File: config.mk
export PLATFORM = sky130hd
export DESIGN_NAME = wb_rr_interconnect_flat
export DESIGN_NICKNAME = d
export VERILOG_FILES = /design/src/rtl/wb_rr_interconnect_if.sv /design/src/rtl/wb_rr_interconnect.sv /design/src/flat_wrapper.sv
export SDC_FILE = /design/constraint.sdc
export NUM_CORES = 1
export LEC_CHECK = 0
export CAP_MARGIN = 10
export CORE_AREA = 5 5 274 276
export DETAILED_ROUTE_END_ITERATION = 8
export DIE_AREA = 0 0 279 281
export MAX_ROUTING_LAYER = met4
export REMOVE_ABC_BUFFERS = 1
export SYNTH_ARGS = -nofsm -noshare
export SYNTH_HDL_FRONTEND = slang
export SYNTH_SLANG_ARGS = --single-unit
File: constraint.sdc
create_clock -name sys_clk -period 3 [get_ports sys_clk]
set_input_delay 0.3 -clock sys_clk [delete_from_list [all_inputs] [get_ports sys_clk]]
set_output_delay 0.3 -clock sys_clk [all_outputs]
set_load 0.05 [all_outputs]
File: src/rtl/wb_rr_interconnect_if.sv
// Wishbone shared-bus bundle: per-master request/response vectors plus the shared slave fan-out.
// The interconnect connects through the slave modport; the masters and slaves connect through master.
interface wb_rr_interconnect_if #(
    parameter int N_MASTERS = 5,
    parameter int N_SLAVES  = 6
);
    logic [32*N_MASTERS-1:0] m_adr_i;
    logic [32*N_MASTERS-1:0] m_dat_i;
    logic [31:0]             m_dat_o;
    logic [3*N_MASTERS-1:0]  m_cti_i;
    logic [4*N_MASTERS-1:0]  m_sel_i;
    logic [N_MASTERS-1:0]    m_we_i;
    logic [N_MASTERS-1:0]    m_cyc_i;
    logic [N_MASTERS-1:0]    m_stb_i;
    logic [N_MASTERS-1:0]    m_ack_o;
    logic [N_MASTERS-1:0]    m_err_o;

    logic [31:0]             s_adr_o;
    logic [31:0]             s_dat_o;
    logic [2:0]              s_cti_o;
    logic [3:0]              s_sel_o;
    logic                    s_we_o;
    logic [32*N_SLAVES-1:0]  s_dat_i;
    logic [N_SLAVES-1:0]     s_cyc_o;
    logic [N_SLAVES-1:0]     s_stb_o;
    logic [N_SLAVES-1:0]     s_ack_i;
    logic [N_SLAVES-1:0]     s_err_i;

    modport master (
        output m_adr_i, m_dat_i, m_cti_i, m_sel_i, m_we_i, m_cyc_i, m_stb_i,
        output s_dat_i, s_ack_i, s_err_i,
        input  m_dat_o, m_ack_o, m_err_o,
        input  s_adr_o, s_dat_o, s_cti_o, s_sel_o, s_we_o, s_cyc_o, s_stb_o
    );

    modport slave (
        input  m_adr_i, m_dat_i, m_cti_i, m_sel_i, m_we_i, m_cyc_i, m_stb_i,
        input  s_dat_i, s_ack_i, s_err_i,
        output m_dat_o, m_ack_o, m_err_o,
        output s_adr_o, s_dat_o, s_cti_o, s_sel_o, s_we_o, s_cyc_o, s_stb_o
    );
endinterface

File: src/rtl/wb_rr_interconnect.sv
// Shared-bus Wishbone interconnect: masters arbitrated (fixed or round-robin) onto mask/base
// decoded slaves, one transfer at a time, with unmapped-address error and a stall watchdog.
module wb_rr_interconnect #(
    parameter int                    N_MASTERS = 5,
    parameter int                    N_SLAVES  = 6,
    parameter logic [32*N_SLAVES-1:0] SLV_BASE = {N_SLAVES{32'h0}},
    parameter logic [32*N_SLAVES-1:0] SLV_MASK = {N_SLAVES{32'hE0000000}},
    parameter int                    ARB_MODE  = 1,
    parameter int                    TIMEOUT   = 255
) (
    input  logic                  sys_clk,
    input  logic                  sys_rst_n,
    wb_rr_interconnect_if.slave   bus,
    output logic [N_MASTERS-1:0]  grant_o,
    output logic                  timeout_o
);
    localparam int MIDX_W = (N_MASTERS > 1) ? $clog2(N_MASTERS) : 1;

    typedef enum logic {S_IDLE, S_GRANT} state_t;

    state_t               r_state;
    logic [N_MASTERS-1:0] r_grant;
    logic [MIDX_W-1:0]    r_gidx;
    logic [MIDX_W-1:0]    r_rr_ptr;
    logic [15:0]          r_wd_cnt;
    logic                 r_unm_err;

    logic [MIDX_W-1:0]    w_win_idx;
    logic                 w_win_found;
    logic                 w_in_grant;
    logic [31:0]          w_g_adr, w_g_dat, w_rdat;
    logic [2:0]           w_g_cti;
    logic [3:0]           w_g_sel;
    logic                 w_g_we, w_g_cyc, w_g_stb;
    logic [N_SLAVES-1:0]  w_match;
    logic                 w_hit, w_s_ack, w_s_err, w_stall, w_wd_fire;
    logic [N_MASTERS-1:0] w_ack_vec, w_err_vec;

    assign w_in_grant = (r_state == S_GRANT);

    // NOTE: every always_comb output gets a default first so no path can infer a latch.
    always_comb begin : arbiter
        w_win_idx   = '0;
        w_win_found = 1'b0;
        if (ARB_MODE == 0) begin
            for (int j = N_MASTERS - 1; j >= 0; j--) begin
                if (bus.m_cyc_i[j]) begin
                    w_win_idx   = MIDX_W'(j);
                    w_win_found = 1'b1;
                end
            end
        end else begin
            // Two ascending passes: indices above the pointer first, then wrap to the rest.
            for (int j = 0; j < N_MASTERS; j++) begin
                if (!w_win_found && bus.m_cyc_i[j] && (MIDX_W'(j) > r_rr_ptr)) begin
                    w_win_idx   = MIDX_W'(j);
                    w_win_found = 1'b1;
                end
            end
            for (int j = 0; j < N_MASTERS; j++) begin
                if (!w_win_found && bus.m_cyc_i[j]) begin
                    w_win_idx   = MIDX_W'(j);
                    w_win_found = 1'b1;
                end
            end
        end
    end

    always_comb begin : master_mux
        w_g_adr = '0;
        w_g_dat = '0;
        w_g_cti = '0;
        w_g_sel = '0;
        w_g_we  = 1'b0;
        w_g_cyc = 1'b0;
        w_g_stb = 1'b0;
        for (int j = 0; j < N_MASTERS; j++) begin
            if (w_in_grant && (r_gidx == MIDX_W'(j))) begin
                w_g_adr = bus.m_adr_i[32*j +: 32];
                w_g_dat = bus.m_dat_i[32*j +: 32];
                w_g_cti = bus.m_cti_i[3*j +: 3];
                w_g_sel = bus.m_sel_i[4*j +: 4];
                w_g_we  = bus.m_we_i[j];
                w_g_cyc = bus.m_cyc_i[j];
                w_g_stb = bus.m_cyc_i[j] & bus.m_stb_i[j];
            end
        end
    end

    // Descending scan so the lowest matching slave index wins overlapping windows.
    always_comb begin : decode
        w_hit   = 1'b0;
        w_match = '0;
        w_rdat  = '0;
        w_s_ack = 1'b0;
        w_s_err = 1'b0;
        for (int i = N_SLAVES - 1; i >= 0; i--) begin
            if (w_in_grant &&
                ((w_g_adr & SLV_MASK[32*i +: 32]) == (SLV_BASE[32*i +: 32] & SLV_MASK[32*i +: 32]))) begin
                w_hit      = 1'b1;
                w_match    = '0;
                w_match[i] = 1'b1;
                w_rdat     = bus.s_dat_i[32*i +: 32];
                w_s_ack    = bus.s_ack_i[i];
                w_s_err    = bus.s_err_i[i];
            end
        end
    end

    assign w_stall   = w_g_stb & ~w_s_ack & ~w_s_err & ~r_unm_err;
    assign w_wd_fire = (TIMEOUT != 0) && w_stall && (r_wd_cnt == 16'(TIMEOUT - 1));

    // Responses are gated by the granted cyc so an ack arriving after cyc drops is discarded.
    always_comb begin : response
        w_ack_vec = '0;
        w_err_vec = '0;
        for (int j = 0; j < N_MASTERS; j++) begin
            if (w_g_cyc && (r_gidx == MIDX_W'(j))) begin
                w_ack_vec[j] = w_s_ack;
                w_err_vec[j] = w_s_err | r_unm_err | w_wd_fire;
            end
        end
    end

    assign bus.s_adr_o = w_g_adr;
    assign bus.s_dat_o = w_g_dat;
    assign bus.s_cti_o = w_g_cti;
    assign bus.s_sel_o = w_g_sel;
    assign bus.s_we_o  = w_g_we;
    assign bus.s_cyc_o = w_match & {N_SLAVES{w_g_cyc}};
    assign bus.s_stb_o = w_match & {N_SLAVES{w_g_stb}};
    assign bus.m_dat_o = w_rdat;
    assign bus.m_ack_o = w_ack_vec;
    assign bus.m_err_o = w_err_vec;
    assign grant_o     = r_grant;
    assign timeout_o   = w_wd_fire;

    // NOTE: registers are written with <= so every branch samples the pre-edge values.
    always_ff @(posedge sys_clk) begin
        if (!sys_rst_n) begin
            r_state   <= S_IDLE;
            r_grant   <= '0;
            r_gidx    <= '0;
            r_rr_ptr  <= MIDX_W'(N_MASTERS - 1);
            r_wd_cnt  <= '0;
            r_unm_err <= 1'b0;
        end else begin
            case (r_state)
                S_IDLE: begin
                    r_wd_cnt  <= '0;
                    r_unm_err <= 1'b0;
                    if (w_win_found) begin
                        r_state  <= S_GRANT;
                        r_gidx   <= w_win_idx;
                        r_rr_ptr <= w_win_idx;
                        for (int j = 0; j < N_MASTERS; j++) begin
                            r_grant[j] <= (MIDX_W'(j) == w_win_idx);
                        end
                    end
                end
                S_GRANT: begin
                    r_unm_err <= w_g_stb & ~w_hit & ~r_unm_err;
                    r_wd_cnt  <= (w_stall && !w_wd_fire && (TIMEOUT != 0)) ? r_wd_cnt + 16'd1 : '0;
                    if (!w_g_cyc) begin
                        r_state <= S_IDLE;
                        r_grant <= '0;
                    end
                end
                default: r_state <= S_IDLE;
            endcase
        end
    end
endmodule
File: src/flat_wrapper.sv
// flat-port wrapper written by rule: the top's interface ports become plain ports
module wb_rr_interconnect_flat 
#(
    parameter int                    N_MASTERS = 5,
    parameter int                    N_SLAVES  = 6,
    parameter logic [32*N_SLAVES-1:0] SLV_BASE = {N_SLAVES{32'h0}},
    parameter logic [32*N_SLAVES-1:0] SLV_MASK = {N_SLAVES{32'hE0000000}},
    parameter int                    ARB_MODE  = 1,
    parameter int                    TIMEOUT   = 255
)
  (sys_clk, sys_rst_n, grant_o, timeout_o, bus_m_adr_i, bus_m_dat_i, bus_m_cti_i, bus_m_sel_i, bus_m_we_i, bus_m_cyc_i, bus_m_stb_i, bus_s_dat_i, bus_s_ack_i, bus_s_err_i, bus_m_dat_o, bus_m_ack_o, bus_m_err_o, bus_s_adr_o, bus_s_dat_o, bus_s_cti_o, bus_s_sel_o, bus_s_we_o, bus_s_cyc_o, bus_s_stb_o);
  wb_rr_interconnect_if #(.N_MASTERS(N_MASTERS), .N_SLAVES(N_SLAVES)) bus_i ();
  input  logic sys_clk;
  input  logic sys_rst_n;
  output logic [N_MASTERS-1:0] grant_o;
  output logic timeout_o;
  input wire logic [$bits(bus_i.m_adr_i)-1:0] bus_m_adr_i;
  input wire logic [$bits(bus_i.m_dat_i)-1:0] bus_m_dat_i;
  input wire logic [$bits(bus_i.m_cti_i)-1:0] bus_m_cti_i;
  input wire logic [$bits(bus_i.m_sel_i)-1:0] bus_m_sel_i;
  input wire logic [$bits(bus_i.m_we_i)-1:0] bus_m_we_i;
  input wire logic [$bits(bus_i.m_cyc_i)-1:0] bus_m_cyc_i;
  input wire logic [$bits(bus_i.m_stb_i)-1:0] bus_m_stb_i;
  input wire logic [$bits(bus_i.s_dat_i)-1:0] bus_s_dat_i;
  input wire logic [$bits(bus_i.s_ack_i)-1:0] bus_s_ack_i;
  input wire logic [$bits(bus_i.s_err_i)-1:0] bus_s_err_i;
  output wire logic [$bits(bus_i.m_dat_o)-1:0] bus_m_dat_o;
  output wire logic [$bits(bus_i.m_ack_o)-1:0] bus_m_ack_o;
  output wire logic [$bits(bus_i.m_err_o)-1:0] bus_m_err_o;
  output wire logic [$bits(bus_i.s_adr_o)-1:0] bus_s_adr_o;
  output wire logic [$bits(bus_i.s_dat_o)-1:0] bus_s_dat_o;
  output wire logic [$bits(bus_i.s_cti_o)-1:0] bus_s_cti_o;
  output wire logic [$bits(bus_i.s_sel_o)-1:0] bus_s_sel_o;
  output wire logic [$bits(bus_i.s_we_o)-1:0] bus_s_we_o;
  output wire logic [$bits(bus_i.s_cyc_o)-1:0] bus_s_cyc_o;
  output wire logic [$bits(bus_i.s_stb_o)-1:0] bus_s_stb_o;
  assign bus_i.m_adr_i = bus_m_adr_i;
  assign bus_i.m_dat_i = bus_m_dat_i;
  assign bus_i.m_cti_i = bus_m_cti_i;
  assign bus_i.m_sel_i = bus_m_sel_i;
  assign bus_i.m_we_i = bus_m_we_i;
  assign bus_i.m_cyc_i = bus_m_cyc_i;
  assign bus_i.m_stb_i = bus_m_stb_i;
  assign bus_i.s_dat_i = bus_s_dat_i;
  assign bus_i.s_ack_i = bus_s_ack_i;
  assign bus_i.s_err_i = bus_s_err_i;
  assign bus_m_dat_o = bus_i.m_dat_o;
  assign bus_m_ack_o = bus_i.m_ack_o;
  assign bus_m_err_o = bus_i.m_err_o;
  assign bus_s_adr_o = bus_i.s_adr_o;
  assign bus_s_dat_o = bus_i.s_dat_o;
  assign bus_s_cti_o = bus_i.s_cti_o;
  assign bus_s_sel_o = bus_i.s_sel_o;
  assign bus_s_we_o = bus_i.s_we_o;
  assign bus_s_cyc_o = bus_i.s_cyc_o;
  assign bus_s_stb_o = bus_i.s_stb_o;
  wb_rr_interconnect #(.N_MASTERS(N_MASTERS), .N_SLAVES(N_SLAVES), .SLV_BASE(SLV_BASE), .SLV_MASK(SLV_MASK), .ARB_MODE(ARB_MODE), .TIMEOUT(TIMEOUT)) u_core (.sys_clk(sys_clk), .sys_rst_n(sys_rst_n), .bus(bus_i), .grant_o(grant_o), .timeout_o(timeout_o));
endmodule
==> results of run 1 <==
-- worst max-delay path by stage --
stage	endpoint	startpoint	cells after the start
6_report	bus_s_dat_o[24]	u_core.r_rr_ptr[1]	7
5_1_grt	timeout_o	u_core.r_wd_cnt[0]	9
4_1_cts	bus_s_adr_o[22]	u_core.r_gidx[2]	9
3_5_place_dp	bus_s_adr_o[22]	u_core.r_gidx[2]	9
3_3_place_gp	bus_s_adr_o[22]	u_core.r_gidx[2]	9
2_1_floorplan	bus_s_adr_o[0]	u_core.r_rr_ptr[1]	4
-- sequential cells by signal, indices dropped and copies added (netlist names) --
| signal | flops |
|---|---|
| u_core.r_unm_err | 1 |
| u_core.r_state | 1 |
| u_core.r_wd_cnt | 16 |
| u_core.r_gidx | 1 |
| u_core.grant_o | 5 |
| u_core.r_rr_ptr | 3 |
-- cells by family after synthesis --
kind of cell | after synthesis
AND/OR/NAND/NOR | 290
AO/OA/AOI/OAI | 181
buffers and inverters | 78
flip-flops | 27
XOR/XNOR | 13
multiplexers | 4
adder cells (fa/ha/maj) | 2
other | 1
-- tightest hold or removal path: cells and delay by family, from the launching register on --
kind,cells,cell delay (ps)
and+or+nand+nor,1,50
DFF,1,320
AOI/OAI and AO/OA,1,70
-- cell type report --
class	count	area share, %
clock buffer	3	0.621
multi-input combinational	500	26.1
tap	959	9.93
antenna	20	0.414
timing repair buffer	583	58.1
sequential	27	4.50
inverter	9	0.279
clock inverter	1	0.0414
-- routing by layer --
metal  GRT usage, %  up-vias  wire length, um
met5              -        -                0
met4          0.900        0              405
met3           5.13       24             5600
met2           18.4      461            21000
met1           13.5     3349            19700
li1               -     3343                -
-- layout by cell type, fill, tap and decap left out, types with 2 or more instances in the layout --
master           count
o2bb2ai_1            2
and3_1               4
buf_4               43
and2_1              35
inv_1                9
nand2b_1             4
nor3_4               2
clkbuf_16            3
nor3_1               5
nor2_1             103
xnor2_1              5
clkdlybuf4s50_1    410
ha_1                 2
dfxtp_1             24
nor2_2              11
buf_12             130
nand3_1             10
diode_2             20
nor3b_1              2
mux2i_1              3
o211ai_2             2
a21boi_0             2
a222oi_1            68
a21oi_1              9
nor4_1               4
conb_1              10
o21ai_0              6
a31oi_1             68
a22oi_1              3
xor2_1               8
dfxtp_2              3
nand2_1             88
nand4_1              3
nor2b_1              5
a32o_1               2
nand3b_1             2
-- power groups by stage --
stage / sequential, mW / clock, mW / combinational (mW)
global placement: 0.405 / 0 / 3.00
floorplan: 0.420 / 0 / 1.09
detailed placement: 0.405 / 0 / 2.99
global route: 0.402 / 0.324 / 3.09
finish: 0.399 / 0.300 / 2.95
CTS: 0.398 / 0.308 / 3.01
==> impl_metrics.tcl, run 1 <==
set metrics [dict create \
    cts_inserted_buffers 3 \
    grt_max_degree 61 \
    worstHoldPathType "reg2reg" \
    switchingPower_mw 1.66 \
    worstSetupPathType "reg2out" \
    finClkSkew_ps 2.41 \
    io_pins 708 \
    port_buffers 527 \
    clk_pin_slew_worst_paths_ps 70 \
    cp.required_ps 2700 \
    grt_pass1_vias 7399 \
    syn_inst 596 \
    p_sw_share_pct 45.5 \
    die_w_um 279 \
    ys_ff_latch 27 \
    seqPwrFrac_pct 10.9 \
    cts_root_buf "clkbuf_16" \
    fin_crit_sh_pct 92.8 \
    max_freq_mhz 359 \
    netlist.area_leader.share_pct 17.1 \
    num_rows 99 \
    avgViaCountPerCell 3.41 \
    grt_pass1_wl_um 60400 \
    drcViolationCount 0 \
    combPwrFrac_pct 80.8 \
    worst-r2r-cell-count 7 \
    fin_area_um2 12100 \
    overflow 0 \
    fin_hold_ws_ps 495 \
    yosysMostFrequentCell "nor2_1" \
    final_cells 2102 \
    final-seq-area_um2 544 \
    clkLatencyLatePin_ps 260 \
    clockBufferDepth 2 \
    synth_top_family_by_area "compound AO/OA/AOI/OAI gates" \
    cp_slowest_cell "dfxtp_2" \
    min_to "u_core.grant_o[3]" \
    synthArstFlopShare_pct 0 \
    fin_nets 1702 \
    synth_cell_types 63 \
    synthAdderAreaFrac_pct 0.628 \
    dp_cells 2078 \
    drtIter0Drc 534 \
    worstPathCellList "buf_4, and4bb_4, buf_12, buf_4, a222oi_1, a31oi_1, buf_12" \
    synth_warnings 0 \
    p_leak_nw 4.16 \
    max-slew-margin-rel_pct 62.3 \
    placed_area_um2 11900 \
    cp_num_buf_inv 4 \
    grtUsageTotal_pct 11.3 \
    final_core_util_pct 16.7 \
    final_layout_size_suffix_gt1_share_pct 18.9 \
    min-delay-start "u_core.grant_o[3]" \
    r2r-end "u_core.grant_o[0]" \
    p_int_mw 1.99 \
    multi_input_area_um2 3150 \
    synth_xor_area_share_pct 2.86 \
    critPathCaptureType "primary output" \
    synth-compound-area-share_pct 38.1 \
    syn_area_per_cell_um2 6.69 \
    place.gp.congestion 0.888 \
    synth_edf_count 0 \
    tritoncts "yes" \
    cpPeakStageDelay_ps 460 \
    detail_route.wirelength_um 46700 \
    setup_viol 0 \
    ant_nets 0 \
    fin_crit_ps 2780 \
    yosysSeqAreaShare_pct 13.6 \
    dpl.hpwl_um 41700 \
    post_cts_buffers 0 \
    syn_area_um2 3990 \
    cts_hold_repair.buffers 0 \
    crit_family "buffers and inverters" \
    pre_cts_ws_ps 257 \
    die-area_um2 78400 \
    die_y_um 281 \
    worst_pin_slew_ps 561 \
    finalSetupTns_ps 0 \
    critPathMaxFanout 42 \
    clock-sinks 27 \
    slew_viol_final 0 \
    crit_path_start_kind "flop" \
    cp.arrival_ps 2480 \
    totalPowerFinal_mw 3.65 \
    rsz0062_at_grt "no" \
    outcome "completed" \
    htreeDepth 1 \
    start_util_pct 5.51 \
    core_area_um2 72300 \
    irDropWorstVdd_v 0.000198 \
    reg2reg_from "u_core.r_rr_ptr[1]" \
    fin_ws_ps 216 \
    maxCapViolCount 0 \
    worst-r2r-setup-slack_ps 860 \
    synth.area.mux_share_pct 1.04 \
    firstDrtPassIters 7 \
    grt_antenna_before_repair 34 \
    synth_largest_area_cell "a222oi_1" \
    synth_common_cells "103 x nor2_1, 88 x nand2_1, 69 x a31oi_1" \
    cts_resized 3 \
    nFillCells 8167 \
    whs_path_depth 2 \
    synth.top_cells.by_area "a222oi_1 17%, dfxtp_1 14%, a31oi_1 11%, nor2_1 9.7%, nand2_1 8.3%" \
    areaGrowthSynthToFinish_pct 203 \
    yosys.area_share.simple_pct 34.4 \
    routedWlPerCell_um 22.2 \
    hold_violations 0 \
    pwr-share-clk_pct 8.2 \
    num_vias 7177 \
    synth_ff_type "dfxtp_1" \
    p_per_area_nw_per_um2 302 \
]
Note: power is estimated with default switching activity, not from simulation.
==> inputs of run 2 (changes only) <==
Settings changed: PLACE_DENSITY_LB_ADDON set to 0.1.
==> run 2 against run 1 <==
Against the previous run: via count fell by 3.7%; sequential share of layout area rose by 0.060 points; flip-flop and latch count did not move; register-to-register slack got worse by 20 ps; largest power group unchanged.
==> impl_metrics.tcl, run 2 (synthesized netlist as in run 1, its figures left out) <==
set metrics [dict create \
    largest_reg_flops 16 \
    p_leak_nw 4.10 \
    combPwrFrac_pct 80.5 \
    clockBufferDepth 2 \
    slew_viol_final 0 \
    dp_cells 2066 \
    fin_crit_ps 2830 \
    crit_path_start_kind "flop" \
    reg2reg_from "u_core.r_rr_ptr[1]" \
    finClkSkew_ps 8.54 \
    critPathCaptureType "primary output" \
    tritoncts "yes" \
    worst_pin_slew_ps 730 \
    grtUsageTotal_pct 10.0 \
    max-slew-margin-rel_pct 51.4 \
    worstHoldPathType "reg2reg" \
    routedWlPerCell_um 20.0 \
    htreeDepth 1 \
    areaGrowthSynthToFinish_pct 199 \
    io_pins 708 \
    clk_pin_slew_worst_paths_ps 70 \
    avgViaCountPerCell 3.33 \
    grt_max_degree 137 \
    seqPwrFrac_pct 10.8 \
    place.gp.congestion 0.823 \
    min-delay-start "u_core.grant_o[2]" \
    p_int_mw 1.98 \
    final_common_cell "clkdlybuf4s50_1" \
    port_buffers 527 \
    cts_root_buf "clkbuf_16" \
    final_core_util_pct 16.5 \
    firstDrtPassIters 8 \
    critPathMaxFanout 26 \
    final_cell_mix "410 x clkdlybuf4s50_1, 121 x buf_12, 101 x nor2_1, 88 x nand2_1, 68 x a222oi_1" \
    clkLatencyLatePin_ps 260 \
    die_w_um 279 \
    p_per_area_nw_per_um2 303 \
    worstSetupPathType "reg2out" \
    grt_pass1_wl_um 56100 \
    grt_pass1_vias 7448 \
    overflow 0 \
    rsz0062_at_grt "no" \
    critical_path.startpoint "u_core.r_rr_ptr[1]" \
    cp.required_ps 2700 \
    irDropWorstVdd_v 0.000160 \
    hold_violations 0 \
    finalSetupTns_ps 0 \
    cp.arrival_ps 2530 \
    cts_hold_repair.buffers 0 \
    pwr-share-clk_pct 8.7 \
    drcViolationCount 0 \
    cts_inserted_buffers 3 \
    p_sw_share_pct 45.3 \
    top_register "u_core.r_wd_cnt" \
    outcome "completed" \
    nFillCells 8131 \
    setup_viol 0 \
    fin_crit_sh_pct 94.2 \
    maxCapViolCount 0 \
    final_cells 2079 \
    die_y_um 281 \
    fin_hold_ws_ps 488 \
    switchingPower_mw 1.64 \
    num_rows 99 \
    start_util_pct 5.51 \
    final_layout_size_suffix_gt1_share_pct 18.8 \
    core_area_um2 72300 \
    fin_nets 1693 \
    die-area_um2 78400 \
    totalPowerFinal_mw 3.62 \
    max_freq_mhz 354 \
    drtIter0Drc 551 \
    num_vias 6915 \
    grt_antenna_before_repair 6 \
    ant_nets 0 \
    dpl.hpwl_um 35400 \
    detail_route.wirelength_um 41500 \
    clock-sinks 27 \
]
## run 2: cell count changes in the layout (fill, tap and decap cells not counted), moves of 2 or more
cell,previous run,this run
nor2_2,11,13
buf_12,130,121
diode_2,20,6
nor2_1,103,101
## run 2: power by group through the flow
stage | Sequential, mW | Clock [mW] | Combinational (mW)
after floorplan | 0.420 | 0 | 1.09
after global placement | 0.399 | 0 | 2.98
after detailed placement | 0.398 | 0 | 2.96
after CTS | 0.390 | 0.331 | 2.99
after global routing | 0.394 | 0.351 | 3.07
final | 0.391 | 0.315 | 2.91
## run 2: repair_timing
action,CTS,global route
pin swaps,1,1
setup buffers,1,2
resized for setup,5,8
endpoints found under the setup margin,7,18
## run 2: per-stage QoR
step           setup WS [ps]  cell area (um2)
6_report                 174            11900
3_3_place_gp            21.0            11700
5_1_grt                 6.56            11900
4_1_cts                 13.1            11900
3_5_place_dp            37.4            11700
2_1_floorplan          -2890             3680
## run 2: worst max-delay path, cell delays in order, from the launching register on
cell and delay, ps:
dfxtp_1 330, buf_12 160, inv_1 200, a21oi_1 130, o311a_2 440, o211a_4 280, a221oi_4 320, buf_12 160
nor2_1 50, buf_4 190
## run 2: worst paths after layout
check | to | slack (ps) | depth (start not counted)
worst min register to register | u_core.grant_o[2] | 490 | 1
worst max-delay path | bus_m_err_o[1] | 170 | 9
worst min-delay path | u_core.grant_o[2] | 490 | 1
worst max register to register | u_core.r_wd_cnt[9] | 840 | 8
## run 2: per-layer routing
metal	wire length, um	global-route usage (%)
met1	15700	10.7
met2	20800	18.0
met3	4790	4.44
met4	237	0.710
met5	0	-
## run 2: area by class of cell
type / instances / area, um2 / share of cell area, %
timing repair buffer: 574 / 6870 / 57.6
multi-input combinational: 500 / 3190 / 26.7
tap: 959 / 1200 / 10.1
sequential: 27 / 544 / 4.56
clock buffer: 3 / 75.1 / 0.629
inverter: 9 / 33.8 / 0.283
antenna: 6 / 15.0 / 0.126
clock inverter: 1 / 7.51 / 0.0629
